## src/rtl/layered_beam_compositor.sv

```systemverilog
// rtl/layered_beam_compositor.sv - two-stage priority layer compositor with highlight boost and frame-synchronous fade
module layered_beam_compositor #(
    parameter int LAYERS                  = 4,
    parameter int COLOR_BITS              = 4,
    parameter int X_BITS                  = 11,
    parameter int Y_BITS                  = 10,
    parameter int GAME_VIEW_LEFT_BORDER_X = 160,
    parameter int GAME_VIEW_RIGHT_BORDER_X = 480,
    parameter int HIGHLIGHT_ADD           = 7,
    parameter int HIGHLIGHT_CAP           = 13,
    parameter int FADE_STEP_FRAMES        = 4,
    localparam int HL_BITS                = (LAYERS > 1) ? $clog2(LAYERS) : 1
) (
    input  logic                             clk,
    input  logic                             rst,
    input  logic                             draw,
    input  logic [X_BITS-1:0]                beam_x,
    input  logic [Y_BITS-1:0]                beam_y,
    input  logic [LAYERS*3*COLOR_BITS-1:0]   layer_colors,
    input  logic [LAYERS-1:0]                layer_transparencies,
    input  logic [LAYERS-1:0]                layer_enable,
    input  logic                             highlight_en,
    input  logic [HL_BITS-1:0]               highlight_layer,
    input  logic                             frame_start,
    input  logic                             fade_out_req,
    input  logic                             fade_in_req,
    output logic [COLOR_BITS-1:0]            red,
    output logic [COLOR_BITS-1:0]            green,
    output logic [COLOR_BITS-1:0]            blue,
    output logic                             out_draw,
    output logic [COLOR_BITS-1:0]            fade_level,
    output logic                             fade_busy
);

    localparam int PIX_BITS      = 3 * COLOR_BITS;
    localparam int CAP_MINUS_ADD = HIGHLIGHT_CAP - HIGHLIGHT_ADD;
    localparam int CNT_BITS      = (FADE_STEP_FRAMES > 1) ? $clog2(FADE_STEP_FRAMES) : 1;

    localparam logic [COLOR_BITS-1:0] MAX_C    = '1;
    localparam logic [COLOR_BITS-1:0] ONE_C    = COLOR_BITS'(1);
    localparam logic [COLOR_BITS-1:0] CAP_C    = COLOR_BITS'(HIGHLIGHT_CAP);
    localparam logic [COLOR_BITS-1:0] ADD_C    = COLOR_BITS'(HIGHLIGHT_ADD);
    localparam logic [X_BITS-1:0]     LEFT_X   = X_BITS'(GAME_VIEW_LEFT_BORDER_X);
    localparam logic [X_BITS-1:0]     RIGHT_X  = X_BITS'(GAME_VIEW_RIGHT_BORDER_X);
    localparam logic [CNT_BITS-1:0]   CNT_LAST = CNT_BITS'(FADE_STEP_FRAMES - 1);

    typedef enum logic [1:0] {
        IDLE       = 2'd0,
        FADING_OUT = 2'd1,
        DARK       = 2'd2,
        FADING_IN  = 2'd3
    } fade_state_t;

    // Saturating boost; the comparison is done in int so c+ADD never wraps.
    function automatic logic [COLOR_BITS-1:0] boost(input logic [COLOR_BITS-1:0] c);
        if (int'(c) <= CAP_MINUS_ADD) begin
            boost = c + ADD_C;
        end else begin
            boost = CAP_C;
        end
    endfunction

    // Brightness scaling by subtracting the distance from full level, floored at 0.
    function automatic logic [COLOR_BITS-1:0] dim(input logic [COLOR_BITS-1:0] c,
                                                 input logic [COLOR_BITS-1:0] lvl);
        logic [COLOR_BITS-1:0] gap;
        gap = MAX_C - lvl;
        dim = (c > gap) ? (c - gap) : '0;
    endfunction

    logic                  sel_found;
    int                    sel_idx;
    logic [PIX_BITS-1:0]   sel_rgb;
    logic                  in_view;
    logic                  hl_hit;
    logic [PIX_BITS-1:0]   s1_rgb_d;

    logic                  s1_valid_q;
    logic [PIX_BITS-1:0]   s1_rgb_q;
    logic [Y_BITS-1:0]     s1_y_q;
    logic [Y_BITS-1:0]     s2_y_q;

    logic [COLOR_BITS-1:0] red_q, green_q, blue_q;
    logic                  out_draw_q;

    fade_state_t           state_q;
    logic [COLOR_BITS-1:0] level_q;
    logic [CNT_BITS-1:0]   cnt_q;
    logic                  busy_q;

    // Stage 1 select: lowest-index visible layer wins, border and blanking force black.
    always_comb begin
        sel_found = 1'b0;
        sel_idx   = 0;
        for (int i = LAYERS - 1; i >= 0; i--) begin
            if (layer_enable[i] && !layer_transparencies[i]) begin
                sel_found = 1'b1;
                sel_idx   = i;
            end
        end
        sel_rgb  = layer_colors[sel_idx*PIX_BITS +: PIX_BITS];
        in_view  = (beam_x > LEFT_X) && (beam_x < RIGHT_X);
        hl_hit   = highlight_en && sel_found && (int'(highlight_layer) == sel_idx);
        s1_rgb_d = '0;
        if (draw && in_view) begin
            if (!sel_found) begin
                s1_rgb_d = '1;
            end else if (hl_hit) begin
                s1_rgb_d = {boost(sel_rgb[2*COLOR_BITS +: COLOR_BITS]),
                            boost(sel_rgb[COLOR_BITS +: COLOR_BITS]),
                            boost(sel_rgb[0 +: COLOR_BITS])};
            end else begin
                s1_rgb_d = sel_rgb;
            end
        end
    end

    // Stage 1 register: selected colour, draw qualifier and row travel together.
    always_ff @(posedge clk) begin
        if (rst) begin
            s1_valid_q <= 1'b0;
            s1_rgb_q   <= '0;
            s1_y_q     <= '0;
        end else begin
            s1_valid_q <= draw;
            s1_rgb_q   <= s1_rgb_d;
            s1_y_q     <= beam_y;
        end
    end

    // Stage 2 register: apply the current fade level and drive the DAC outputs.
    always_ff @(posedge clk) begin
        if (rst) begin
            out_draw_q <= 1'b0;
            red_q      <= '0;
            green_q    <= '0;
            blue_q     <= '0;
            s2_y_q     <= '0;
        end else begin
            out_draw_q <= s1_valid_q;
            s2_y_q     <= s1_y_q;
            if (s1_valid_q) begin
                red_q   <= dim(s1_rgb_q[2*COLOR_BITS +: COLOR_BITS], level_q);
                green_q <= dim(s1_rgb_q[COLOR_BITS +: COLOR_BITS], level_q);
                blue_q  <= dim(s1_rgb_q[0 +: COLOR_BITS], level_q);
            end else begin
                red_q   <= '0;
                green_q <= '0;
                blue_q  <= '0;
            end
        end
    end

    // Fade FSM: requests take precedence over frame steps; fade_in beats fade_out.
    always_ff @(posedge clk) begin
        if (rst) begin
            state_q <= IDLE;
            level_q <= MAX_C;
            cnt_q   <= '0;
            busy_q  <= 1'b0;
        end else begin
            case (state_q)
                IDLE: begin
                    if (fade_out_req && !fade_in_req) begin
                        state_q <= FADING_OUT;
                        cnt_q   <= '0;
                        busy_q  <= 1'b1;
                    end
                end
                FADING_OUT: begin
                    if (fade_in_req) begin
                        state_q <= FADING_IN;
                        cnt_q   <= '0;
                    end else if (frame_start) begin
                        if (cnt_q == CNT_LAST) begin
                            cnt_q <= '0;
                            if (level_q <= ONE_C) begin
                                level_q <= '0;
                                state_q <= DARK;
                                busy_q  <= 1'b0;
                            end else begin
                                level_q <= level_q - ONE_C;
                            end
                        end else begin
                            cnt_q <= cnt_q + 1'b1;
                        end
                    end
                end
                DARK: begin
                    if (fade_in_req) begin
                        state_q <= FADING_IN;
                        cnt_q   <= '0;
                        busy_q  <= 1'b1;
                    end
                end
                FADING_IN: begin
                    if (fade_out_req && !fade_in_req) begin
                        state_q <= FADING_OUT;
                        cnt_q   <= '0;
                    end else if (frame_start) begin
                        if (cnt_q == CNT_LAST) begin
                            cnt_q <= '0;
                            if (level_q >= MAX_C - ONE_C) begin
                                level_q <= MAX_C;
                                state_q <= IDLE;
                                busy_q  <= 1'b0;
                            end else begin
                                level_q <= level_q + ONE_C;
                            end
                        end else begin
                            cnt_q <= cnt_q + 1'b1;
                        end
                    end
                end
                default: begin
                    state_q <= IDLE;
                    level_q <= MAX_C;
                    cnt_q   <= '0;
                    busy_q  <= 1'b0;
                end
            endcase
        end
    end

    assign red        = red_q;
    assign green      = green_q;
    assign blue       = blue_q;
    assign out_draw   = out_draw_q;
    assign fade_level = level_q;
    assign fade_busy  = busy_q;

endmodule

```

## config.mk

```make
export PLATFORM = sky130hd
export DESIGN_NAME = layered_beam_compositor
export DESIGN_NICKNAME = d
export VERILOG_FILES = /design/src/rtl/layered_beam_compositor.sv
export SDC_FILE = /design/constraint.sdc
export NUM_CORES = 1
export LEC_CHECK = 0
export ABC_AREA = 1
export CELL_PAD_IN_SITES_DETAIL_PLACEMENT = 1
export CELL_PAD_IN_SITES_GLOBAL_PLACEMENT = 1
export CORE_MARGIN = 3
export CORE_UTILIZATION = 34
export CTS_CLUSTER_DIAMETER = 40
export DETAILED_ROUTE_END_ITERATION = 12
export PLACE_DENSITY = 0.95
export SETUP_SLACK_MARGIN = 0.4
export SYNTH_ARGS = -nofsm -noshare
export SYNTH_HDL_FRONTEND = slang
export SYNTH_SLANG_ARGS = --single-unit
```

## constraint.sdc

```tcl
create_clock -name clk -period 2.8 [get_ports clk]
set_input_delay 0.42 -clock clk [delete_from_list [all_inputs] [get_ports clk]]
set_output_delay 0.42 -clock clk [all_outputs]
set_load 0.05 [all_outputs]
```

* Yosys cells after proc, flatten, opt, wreduce, memory -nomap -nowiden
Index checks and enable logic that the tools add are counted.
Word-level totals: register bits 35, bits of input ports 86, output and inout port bits 18, word-level logic and storage cells 133
Operators by class: add/sub/neg operators 10, multiply operators 1, $lt $le $gt $ge 10, equality and inequality tests 21, shifts and indexed selects 1, mux-type cells 51, bitwise logic cells 5, reductions and logical operators 24
Operator list (number):
- 2-to-1 mux 32 bit | 3
- variable part select 48 x 32 -> 12 bit | 1
- 2-to-1 mux 4 bit | 11
- 2-to-1 mux 2 bit | 17
- equality test 3 x 32 -> 1 bit | 1
- multiplier 32 x 3 -> 30 bit (second input constant) | 1
- 2-to-1 mux 12 bit | 2
- inequality test 2 bit (second input constant) | 10
- inequality test 3 bit (second input constant) | 6
- case mux 2 bit (4 select lines) | 2
- 2-to-1 mux 1 bit | 14
- adder 4 x 3 -> 4 bit (second input constant) | 3
- greater-than comparator 4 bit | 3
- less-or-equal comparator 4 x 3 -> 1 bit (second input constant) | 3
- subtractor 4 bit | 3
- greater-than comparator 11 x 8 -> 1 bit (second input constant) | 1
- < comparator 11 x 9 -> 1 bit (second input constant) | 1
- AND reduction 10 bit | 1
- logical AND 1 bit | 9
- OR reduction 3 bit | 3
- case mux 4 bit (2 select lines) | 1
- AND reduction 8 bit | 1
- AND reduction 7 bit | 1
- equality test 2 bit (second input constant) | 3
- other kinds (14) | 22

* Depth between registers and ports, before layout
depth in word-level cells 12, depth in mapped cells 19, depth with buffers taken out 18

* Worst setup path after synthesis
No wires, ideal clock.
path type register -> register, start register level_q[1], in the netlist fade_level[1], end register state_q[0], library setup time 0.121 ns, arrival 2.017 ns, required time 2.679 ns, path slack 0.662 ns, stages on the path, launching flop included 10, buffers on the path 0, clock period less this slack 2.138 ns, cell sequence dfxtp_1 inv_1 ha_1 nor2_1 nor2_1 inv_1 nor3_1 o21ai_0 a21o_1 nor2_1
Between the ends: longest elaborated chain between the ends 3, elaborated cells on any way between the ends 5, classes of those cells order compare: 2; eq/ne: 2; reduce/logical: 1
Ends and longest elaborated chain:
- start, declared | line 87 | logic [COLOR_BITS-1:0] level_q;
- start signal, assigned | line 182 | level_q <= level_q - ONE_C;
- start signal, assigned | line 208 | level_q <= level_q + ONE_C;
- >= comparator 4 bit / less-or-equal comparator 4 x 1 -> 1 bit (equally long branches) | line 203, 177
- inequality test 3 bit (no line)
- AND reduction 8 bit (no line) (*)
- end signal, assigned | line 198 | state_q <= FADING_OUT;
- end signal, assigned | line 205 | state_q <= IDLE;
- end signal, assigned | line 216 | state_q <= IDLE;
- end, declared | line 86 | fade_state_t state_q;
Mark *: on every way between the ends. The rest lies on a longest branch, timed or not. A chain may end at the register's enable or synchronous reset.

* Worst setup path in the final report
start input layer_transparencies[1], end register s1_rgb_q[8]
Between the ends: longest elaborated chain between the ends 10, elaborated cells on any way between the ends 16, classes of those cells add/sub: 1; mul: 1; order compare: 1; eq/ne: 1; shift: 1; mux: 7; reduce/logical: 4
Ends and longest elaborated chain:
- start, declared | line 20 | input logic [LAYERS-1:0] layer_transparencies,
- zero test 1 bit (*) | line 96 | if (layer_enable[i] && !layer_transparencies[i]) begin
- logical AND 1 bit (*) | line 96
- 2-to-1 mux 32 bit (2 in series) | line 96
- multiplier 32 x 3 -> 30 bit | line 101 | sel_rgb = layer_colors[sel_idx*PIX_BITS +: PIX_BITS];
- variable part select 48 x 32 -> 12 bit | line 101
- adder 4 x 3 -> 4 bit / less-or-equal comparator 4 x 3 -> 1 bit (equally long branches) | line 57, 56
- 2-to-1 mux 4 bit | line 56 | if (int'(c) <= CAP_MINUS_ADD) begin
- 2-to-1 mux 12 bit | line 108 | end else if (hl_hit) begin
- 2-to-1 mux 12 bit (*) | line 106 | if (!sel_found) begin
- end signal, assigned | line 126 | s1_rgb_q <= s1_rgb_d;
- end, declared | line 79 | logic [PIX_BITS-1:0] s1_rgb_q;
Marks and branches as above.

==> summary.txt <==
Rows -> 33
Final Hold Vio Count -> 0
Drt drc -> 0
Clock Pin Slew Worst Setup and Hold Paths -> 0.07 ns
Seq cells post-synth -> 35
Starting density of the core -> 0.358
Min cycle time layout -> 2.26 ns
Reg2reg end -> state_q[1]
Peak VDD IR -> 0.151 mV
Grt total ovfl -> 0
Sequential area share after synthesis -> 0.232
Slew margin rel. -> 0.663
CTS root buffer -> clkbuf_8
Final WL -> 9770 µm
CTS tree -> built
# IOs -> 104
Hold WC Path Type -> flop to flop
Design Power -> 1.65 mW
Hold Path Origin -> fade_busy
First-pass GRT wire length -> 15900 µm
Worst r2r path cells -> 9
Status -> completed
FF/Latch Area -> 702 µm²
Maximum clock rate -> 442 MHz
Critical Path AT -> 2.48 ns
Mean post-synth cell area -> 6.93 µm²
CP required -> 3.01 ns
Reg-to-Reg Start -> fade_level[0]
Area grow syn2layout -> 44.1%
Die X -> 100 µm
Vias after detailed routing -> 3286
Final setup TNS -> 0 ns
Pin count of the biggest net entering global routing -> 17
Worst-path fanout max -> 5
Post-DRT Antenna Nets -> 0
Power per Cell Area -> 380 nW/µm²
Post-CTS Hold Fix Bufs -> 0
Synthesis Warnings -> 0
Endpoints failing setup -> 0
Total CTS buffers -> 5
DIE AREA -> 10000 µm²
First-pass DRT Iterations -> 4
Nets -> 662
Final hold slack -> 0.471 ns
Syn Inst Count -> 435
Final RePlAce weighted congestion -> 0.881
Post-Syn Area -> 3020 µm²
WL/cell -> 15.0 µm
Hold Path Depth -> 2
Fillers -> 1098
Max_cap viols -> 0
GR Util All Layers -> 0.192
Post-Syn Nets -> 551
CTS max path bufs -> 2
1st-iter DRT viols -> 81
Pleak -> 2.03 nW
Final Cycle Share -> 0.808
Die Height -> 100 µm
Worst clock skew -> 0.00945 ns
Ys flop type -> dfxtp_1
Most area-hungry cell type in the Yosys netlist -> dfxtp_1
H-tree levels -> 2
Pins Over Slew Limit -> 0
Vias in the first global route -> 3437
Post-DP HPWL -> 7890 µm
Synth cell types -> 47
RSZ-0062 raised after global routing -> false
Crit Path Class -> input port to flop
Clk Latency, worst-skew pair -> 0.29 ns
Post-synth EDFFs -> 0
Placed Instances -> 634
Flop2flop setup slack -> 0.61 ns
Worst slew pin tran -> 0.504 ns
Initial antenna violation count -> 0
Synth area leaders -> dfxtp_1 (23%), ha_1 (11%), nand2_1 (9.7%)
Clk sinks -> 35
FFs w/ async S/R, synth -> 0
Share of the synthesized area in the top cell type -> 0.232
Most common cell in the netlist -> nand2_1
DR vias/cell -> 5.04
CP startpoint kind -> input port
Share of layout cells above drive strength 1 -> 0.144
Non-filler cells in the finished layout -> 652
Most common library cells after synthesis -> nand2_1 (78), inv_1 (76), dfxtp_1 (35)
Multi-input gate area -> 2020 µm²
Antenna fix cells -> 0
# port buffers -> 93
Core ar. -> 8420 µm²
Worst hold endpoint -> fade_busy
CP endpoint kind -> flop
[power breakdown]
| part | internal [mW] | leakage, nW | switching (mW) |
|---|---|---|---|
| combinational | 0.298 | 1.70 | 0.405 |
| clock | 0.224 | 0.0515 | 0.174 |
| sequential | 0.528 | 0.283 | 0.0202 |
| total | 1.05 | 2.03 | 0.599 |
[critical path, cell delays in order]
cell and delay (ns):
clkdlybuf4s50_1 0.41, inv_2 0.09, nand2_4 0.09, buf_4 0.18, a21oi_4 0.20, inv_1 0.08
nand3_1 0.08, nand3_1 0.10, nand3_2 0.09, inv_2 0.05, ha_1 0.16, inv_1 0.05
nand2_1 0.04, inv_1 0.06, nand3_1 0.06, nand2_1 0.10, nand2_2 0.08, a21oi_1 0.13
[flip-flops by register name, indices dropped and copies added (netlist names)]
name / count
fade_level: 4
green: 4
cnt_q: 2
blue: 4
fade_busy: 1
out_draw: 1
s1_valid_q: 1
s1_rgb_q: 12
state_q: 2
red: 4
[final cells by class]
type,count,share of cell area
clock buffer,8,0.0230
inverter,84,0.0737
multi-input combinational,311,0.465
sequential,35,0.161
tap,105,0.0302
timing repair buffer,109,0.247
[layout by cell type (no fill, tap or decap), types with 3 or more instances in the layout]
| cell | n |
|---|---|
| nor3_1 | 6 |
| o22ai_1 | 3 |
| ha_1 | 27 |
| nand3b_1 | 5 |
| o21ai_0 | 20 |
| dlymetal6s2s_1 | 4 |
| o221ai_1 | 4 |
| o211ai_1 | 4 |
| inv_2 | 10 |
| clkbuf_8 | 7 |
| a21boi_0 | 4 |
| nand3_2 | 4 |
| o21ai_2 | 3 |
| nor2_4 | 3 |
| nor2_2 | 3 |
| xor2_1 | 5 |
| nand2_1 | 77 |
| nand2_8 | 4 |
| nor3b_1 | 4 |
| nand2_2 | 12 |
| buf_4 | 15 |
| a21oi_1 | 21 |
| clkdlybuf4s50_1 | 89 |
| nand4_1 | 9 |
| nor2_1 | 30 |
| inv_1 | 72 |
| fa_1 | 3 |
| dfxtp_1 | 34 |
| nand2_4 | 6 |
| nand3_1 | 30 |
[cell families after synthesis]
group	Yosys count	synth area share
simple gates	201	0.350
fa+ha+maj	30	0.132
buf+inv	90	0.122
flops	35	0.232
compound gates	74	0.149
xor+xnor	5	0.0145
[metrics by stage]
step	util	worst slack, ns	cell area (µm²)
5_1_grt	0.516	0.379	4350
3_5_place_dp	0.485	0.101	4080
6_report	0.516	0.537	4350
3_3_place_gp	0.485	0.155	4080
2_1_floorplan	-	0.662	3020
4_1_cts	0.497	0.430	4190
[worst max-delay path by stage]
stage                                       start           end  slack [ns]  cells after the start
after floorplan                     fade_level[1]    state_q[0]        0.66                      9
after global placement            layer_enable[1]  s1_rgb_q[10]        0.16                     17
after detailed placement          layer_enable[1]  s1_rgb_q[10]        0.10                     17
after CTS                         layer_enable[1]   s1_rgb_q[6]        0.43                     14
after global routing      layer_transparencies[1]  s1_rgb_q[10]        0.38                     18
final                     layer_transparencies[1]   s1_rgb_q[8]        0.54                     18
[repair_timing]
action                                  4_1_cts  5_1_grt
resized for setup                             1       20
buffers inserted                              0        9
cloned                                        0        1
pin swaps                                     0        6
endpoints found under the setup margin        1       10
[routing by layer]
layer  vias to the layer above  GRT usage  share of wire
met4                         0     0.0663          0.015
li1                       1639          -              -
met2                       116      0.354           0.52
met5                         -          0              0
met3                        14     0.0417          0.062
met1                      1517      0.217           0.40
Note: power is estimated with default switching activity, not from simulation.
